$ cat src/rtl/ram_sync_clear.sv
// Simple-dual-port data RAM with byte-lane writes, a registered read with valid flag,
// selectable read-during-write behaviour, and a clear sequencer that zeroes the array after reset.
module ram_sync_clear #(
  parameter int unsigned DATA_WIDTH     = 32,
  parameter int unsigned ADDR_WIDTH     = 6,
  parameter bit          RDW_NEW_DATA   = 1'b0,
  parameter bit          CLEAR_ON_RESET = 1'b1
) (
  input  logic                    clock,
  input  logic                    reset,
  input  logic [DATA_WIDTH-1:0]   data,
  input  logic [ADDR_WIDTH-1:0]   write_addr,
  input  logic                    we,
  input  logic [DATA_WIDTH/8-1:0] byte_en,
  input  logic [ADDR_WIDTH-1:0]   read_addr,
  input  logic                    re,
  output logic [DATA_WIDTH-1:0]   ram_out,
  output logic                    read_valid,
  output logic                    busy
);

  localparam int unsigned NBYTES = DATA_WIDTH / 8;
  localparam int unsigned DEPTH  = 2 ** ADDR_WIDTH;

  typedef enum logic {
    CLEAR,
    READY
  } state_e;

  state_e                  state_q, state_d;
  logic [ADDR_WIDTH-1:0]   clearAddr_q, clearAddr_d;
  logic [DATA_WIDTH-1:0]   ramOut_q, ramOut_d;
  logic                    readValid_q, readValid_d;

  logic [DATA_WIDTH-1:0]   mem [DEPTH];
  logic [ADDR_WIDTH-1:0]   memAddr;
  logic [NBYTES-1:0]       memByteWe;
  logic [DATA_WIDTH-1:0]   memWdata;
  logic [DATA_WIDTH-1:0]   readWord;

  always_comb begin
    state_d     = state_q;
    clearAddr_d = clearAddr_q;
    ramOut_d    = ramOut_q;
    readValid_d = 1'b0;
    memAddr     = write_addr;
    memByteWe   = '0;
    memWdata    = data;
    readWord    = mem[read_addr];

    case (state_q)
      CLEAR: begin
        memAddr     = clearAddr_q;
        memByteWe   = '1;
        memWdata    = '0;
        clearAddr_d = clearAddr_q + ADDR_WIDTH'(1);
        if (clearAddr_q == '1) begin
          state_d = READY;
        end
      end
      READY: begin
        if (we) begin
          memByteWe = byte_en;
        end
        if (re) begin
          readValid_d = 1'b1;
          // The array write lands at the edge, so bypass the enabled lanes for new-data mode.
          if (RDW_NEW_DATA && we && (write_addr == read_addr)) begin
            for (int i = 0; i < NBYTES; i++) begin
              if (byte_en[i]) begin
                readWord[8*i +: 8] = data[8*i +: 8];
              end
            end
          end
          ramOut_d = readWord;
        end
      end
      default: state_d = READY;
    endcase

    if (reset) begin
      memByteWe = '0;
    end
  end

  always_ff @(posedge clock) begin
    if (reset) begin
      state_q     <= CLEAR_ON_RESET ? CLEAR : READY;
      clearAddr_q <= '0;
      ramOut_q    <= '0;
      readValid_q <= 1'b0;
    end else begin
      state_q     <= state_d;
      clearAddr_q <= clearAddr_d;
      ramOut_q    <= ramOut_d;
      readValid_q <= readValid_d;
    end
  end

  // Array itself is never reset so it maps onto byte-enabled block RAM.
  always_ff @(posedge clock) begin
    for (int i = 0; i < NBYTES; i++) begin
      if (memByteWe[i]) begin
        mem[memAddr][8*i +: 8] <= memWdata[8*i +: 8];
      end
    end
  end

  assign ram_out    = ramOut_q;
  assign read_valid = readValid_q;
  assign busy       = (state_q == CLEAR);

endmodule
$ cat config.mk
export PLATFORM = sky130hd
export DESIGN_NAME = ram_sync_clear
export DESIGN_NICKNAME = d
export VERILOG_FILES = /design/src/rtl/ram_sync_clear.sv
export SDC_FILE = /design/constraint.sdc
export NUM_CORES = 2
export LEC_CHECK = 0
export CAP_MARGIN = 20
export CORE_ASPECT_RATIO = 0.5
export CORE_MARGIN = 3
export CORE_UTILIZATION = 52
export CTS_BUF_LIST = sky130_fd_sc_hd__clkbuf_4 sky130_fd_sc_hd__clkbuf_8
export CTS_CLUSTER_DIAMETER = 50
export CTS_CLUSTER_SIZE = 20
export DETAILED_ROUTE_END_ITERATION = 16
export MAX_ROUTING_LAYER = met4
export PLACE_DENSITY_LB_ADDON = 0.12
export SYNTH_ARGS = -nofsm -noshare
export SYNTH_HDL_FRONTEND = slang
export SYNTH_SLANG_ARGS = --single-unit
$ cat constraint.sdc
create_clock -name clock -period 3.6 [get_ports clock]
set_input_delay 0.72 -clock clock [delete_from_list [all_inputs] [get_ports clock]]
set_output_delay 0.72 -clock clock [all_outputs]
set_load 0.01 [all_outputs]
### Yosys cells after proc, flatten, opt, wreduce, memory -nomap -nowiden

Memory sizes are Yosys's and may differ from the RTL's. A register that Yosys moved wholly into a read port is not among the register bits.
Index checks and enable logic that the tools add are counted.

* RAM bits: 2048
* input bits: 52
* register bits after elaboration: 8
* memories kept: 1

Memories
* mem: words 64, width 32, rd ports 1, clocked after memory_dff 1, write ports 1, RTL line 35 `logic [DATA_WIDTH-1:0] mem [DEPTH];`

* $add $sub $neg: 1
* reduce and logical (&&, ||, !) cells: 2
* mux-type cells: 16
* bitwise gates (word level): 1
* eq/ne operators: 1

Operators with widths (count)
* $mux 32: 1
* $mux 1: 11
* $mux 4: 2
* $pmux 4 s2: 1
* $add 6x1->6 const B: 1
* $eq 6x6->1 const B: 1
* $mux 6: 1
* $reduce_and 2->1: 1
* $reduce_or 2->1: 1
* $not 1->1: 1

### Longest topological paths before layout

* word-level depth: 5
* depth in mapped cells: 11

### Worst setup path after synthesis

OpenSTA, ideal clock, no wires.

* path kind: input to register
* start point: input port read_addr[2]
* end point: register ramOut_q[17] (netlist: ram_out[17]), read port of mem
* slack: 0.920 ns
* arrival: 2.555 ns
* stages: 8
* required time: 3.475 ns
* setup time: 0.125 ns
* cells stage by stage: buf_4 buf_6 buf_4 buf_1 mux4_2 mux4_2 a22oi_1 nand2_1

RTL lines
* start, declared: RTL line 15 `input logic [ADDR_WIDTH-1:0] read_addr,`
* end, declared: RTL line 32 `logic [DATA_WIDTH-1:0] ramOut_q, ramOut_d;`

### Worst setup path in the final report

* start point: register state_q
* end point: memory mem[3][5] (enable)

* longest elaborated chain between the ends: 5
* elaborated cells between the ends (all ways): 6

Ends and longest elaborated chain
* start, declared: RTL line 30 `state_e state_q, state_d;`
* start signal, assigned: RTL line 88 `state_q <= CLEAR_ON_RESET ? CLEAR : READY;`
* start signal, assigned: RTL line 93 `state_q <= state_d;`
* $not 1->1
* $pmux 4 s2: RTL line 51 `case (state_q)`
* $mux 4: RTL line 81 `if (reset) begin`
* $mux 1: RTL line 103 `if (memByteWe[i]) begin`
* $mux 1 (implied by the code): RTL line 104 `mem[memAddr][8*i +: 8] <= memWdata[8*i +: 8];`
* end, declared: RTL line 35

Parallel ways exist; a longest one is shown, timed or not.

==> flow_summary.yaml <==
drt:
  vias: 42800
  viasPerCell: 6.41
  wl_per_cell_um: 33.0
  antenna_left: 0
  first_iter_violations: 5900
  totalWireLength_um: 220000
  drtPass1Iterations: 6
  remaining_drc_errors: 0
cells_and_area:
  area_growth_pct: 11.7
  fin_nets: 4595
  drive_gt1_share_pct: 26.9
power_and_ir_drop:
  pwr-share-clk_pct: 29.3
  power_switching_mw: 8.84
  comb_power_share_pct: 5.4
  swShare_pct: 21.9
  p_int_mw: 31.5
  seqPwrFrac_pct: 65.2
  power_leakage_nw: 31.3
  powerDensity_nw_per_um2: 446
  vdd_drop_max_v: 0.000268
  power_mw: 40.4
grt:
  grt_pass1_wl_um: 314000
  grt_overflow: 0
  grt_pass1_vias: 42400
  grt_max_degree: 65
  grt_usage_pct: 28.3
  antenna_found_initial: 6
placement:
  place_hpwl_um: 145000
  gp_congestion: 0.880
  port_buffers: 85
timing:
  fmax_mhz: 314
  setup_viol: 0
  fin_hold_ws_ns: 0.460
  slew_headroom_pct: 38.1
  final.setup_skew_ns: 0.0578
  worst_slew_pin_slew_ns: 0.925
  finalCritPeriodShare_pct: 88.4
  rsz0062_at_grt: "false"
  hold_viol: 0
  finalMaxSlewViolations: 0
  period_minus_slack_ns: 3.18
  fin_setup_tns_ns: 0
floorplan:
  die_w_um: 564
  fp-row-count: 101
  start_util_pct: 52.9
  num_io_pins: 86
  die_h_um: 285
  die_area_um2: 161000
  core-area_um2: 153000
clock_tree:
  cts_sinks: 2088
  hold_buffers: 0
  clock_latency_ns: 0.92
  clk_path_buf_depth: 4
  clockRootBuffer: "clkbuf_8"
  htreeDepth: 4
  cts_tree: "built"
  post_cts_buffers: 0
  ctsResizeCount: 0
  cts_buffers: 141
  clk_pin_slew_ns: 0.12
setup_path:
  r2r_start: "state_q$_SDFF_PP0_"
  worstSetupStartpoint: "state_q$_SDFF_PP0_"
  path_class: "reg2reg"
  endpoint_kind: "register"
  startpoint_type: "register"
  path_max_fanout: 30
  required_ns: 4.19
  r2r_slack_ns: 0.42
  cp.arrival_ns: 3.77
yosys:
  async_flop_share_pct: 0
  syn_avg_cell_area_um2: 20.3
  synth_seq_cells: 2088
  synth_ff_type: "edfxtp_1"
  synth_cell_type_count: 48
  synth.most_common_cell: "edfxtp_1"
  synth_edf_count: 2048
  yosysTopAreaCellShare_pct: 75.8
  ys_warn_count: 0
  synthTopCellsByCount: "2048 x edfxtp_1, 416 x mux4_2, 335 x nor2_1"
  synthTopCellsByArea: "edfxtp_1 76%, mux4_2 12%, mux2i_1 3.5%"
  synthCells: 3998
  synth_top_area_cell: "edfxtp_1"
  netlist_area_um2: 81100
  synth.net_count: 4051
  synth.yosys.seq_area_share_pct: 76.8
flow_run:
  max-cap-violations: 0
outcome:
  outcome: "finished, final reports clean"
min_path:
  worstHoldStart: "read_addr[4]"
  min_path_type: "in2reg"
[worst paths after layout]
| kind | cells after the start | endpoint |
|---|---|---|
| max | 8 | mem[3][5]$_DFFE_PP_ |
| min | 4 | ram_out[0]$_SDFFE_PP0P_ |
| max reg2reg | 8 | mem[3][5]$_DFFE_PP_ |
| min reg2reg | 2 | ram_out[24]$_SDFFE_PP0P_ |
[layer usage]
metal,vias to the layer above,global-route usage [%],share of wire (%)
met5,-,-,0
met4,0,6.10,2.4
met3,324,5.41,10
met2,2271,42.1,46
met1,22800,41.3,41
li1,17400,-,-
[layout make-up]
class | count | area, um2
diodes | 5 | 12.5
clock buffers | 162 | 2120
clock inverters | 52 | 435
fillers | 11200 | 62700
inverters | 6 | 25.0
multi-input cells | 1679 | 17600
flip-flops and latches | 2088 | 62300
well taps | 2060 | 2580
repair buffers | 626 | 5420
[worst max-delay path, cell delays in order (launching register included)]
cell and delay [ns]:
dfxtp_2 0.68, buf_4 0.33, nand3_1 0.11, o21ai_0 0.15
nand2_1 0.12, inv_1 0.45, nand2_1 0.50, nor2_1 0.29
buf_4 0.22
[sequential cells by signal, summed over array words and instances, names as in the netlist]
register     cells
mem           2048
ram_out         32
clearAddr_q      6
read_valid       1
state_q          1
[logic make-up (layout without fill, tap and decap cells)]
group,Yosys count,after routing,synth area share (%)
AND/OR/NAND/NOR,574,574,3.01
other,0,5,0
AO/OA/AOI/OAI,385,385,3.29
flip-flops,2088,2088,76.8
buffers and inverters,231,846,1.55
multiplexers,715,715,15.3
adder cells (fa/ha/maj),1,1,0.0154
XOR/XNOR,4,4,0.0432
[layout by cell type (no fill, tap or decap), types with 15 or more instances in the layout]
master and count:
and2_2 32, nand3_1 37, clkdlybuf4s50_1 80, a221oi_1 24, a22oi_1 70, nand2_1 108
o221ai_1 44, buf_4 501, mux2_2 15, a22o_1 15, o22ai_1 73, mux2i_1 284
buf_12 40, dfxtp_1 39, clkbuf_4 17, clkbuf_8 145, a21oi_1 77, mux4_2 416
clkinv_2 21, o21ai_0 22, nor2_1 330, edfxtp_1 2048
[power groups by stage]
stage               combinational, mW  clock, mW  sequential, mW
detailed placement               2.18          0            26.9
floorplan                        1.26          0            26.9
global placement                 2.18          0            26.9
CTS                              2.19       12.1            26.3
finish                           2.20       11.9            26.3
global route                     2.28       13.0            26.3
[through the flow]
stage | setup WS, ns | instances | instance area (um2) | util (%)
finish | 0.418 | 6678 | 90500 | 59.1
global placement | 0.175 | 6459 | 88000 | 57.4
detailed placement | 0.171 | 6459 | 88000 | 57.4
floorplan | 0.920 | 3998 | 81100 | -
global route | 0.313 | 6677 | 90500 | 59.1
CTS | 0.480 | 6673 | 90500 | 59.1
(Power assumes the default switching activity.)
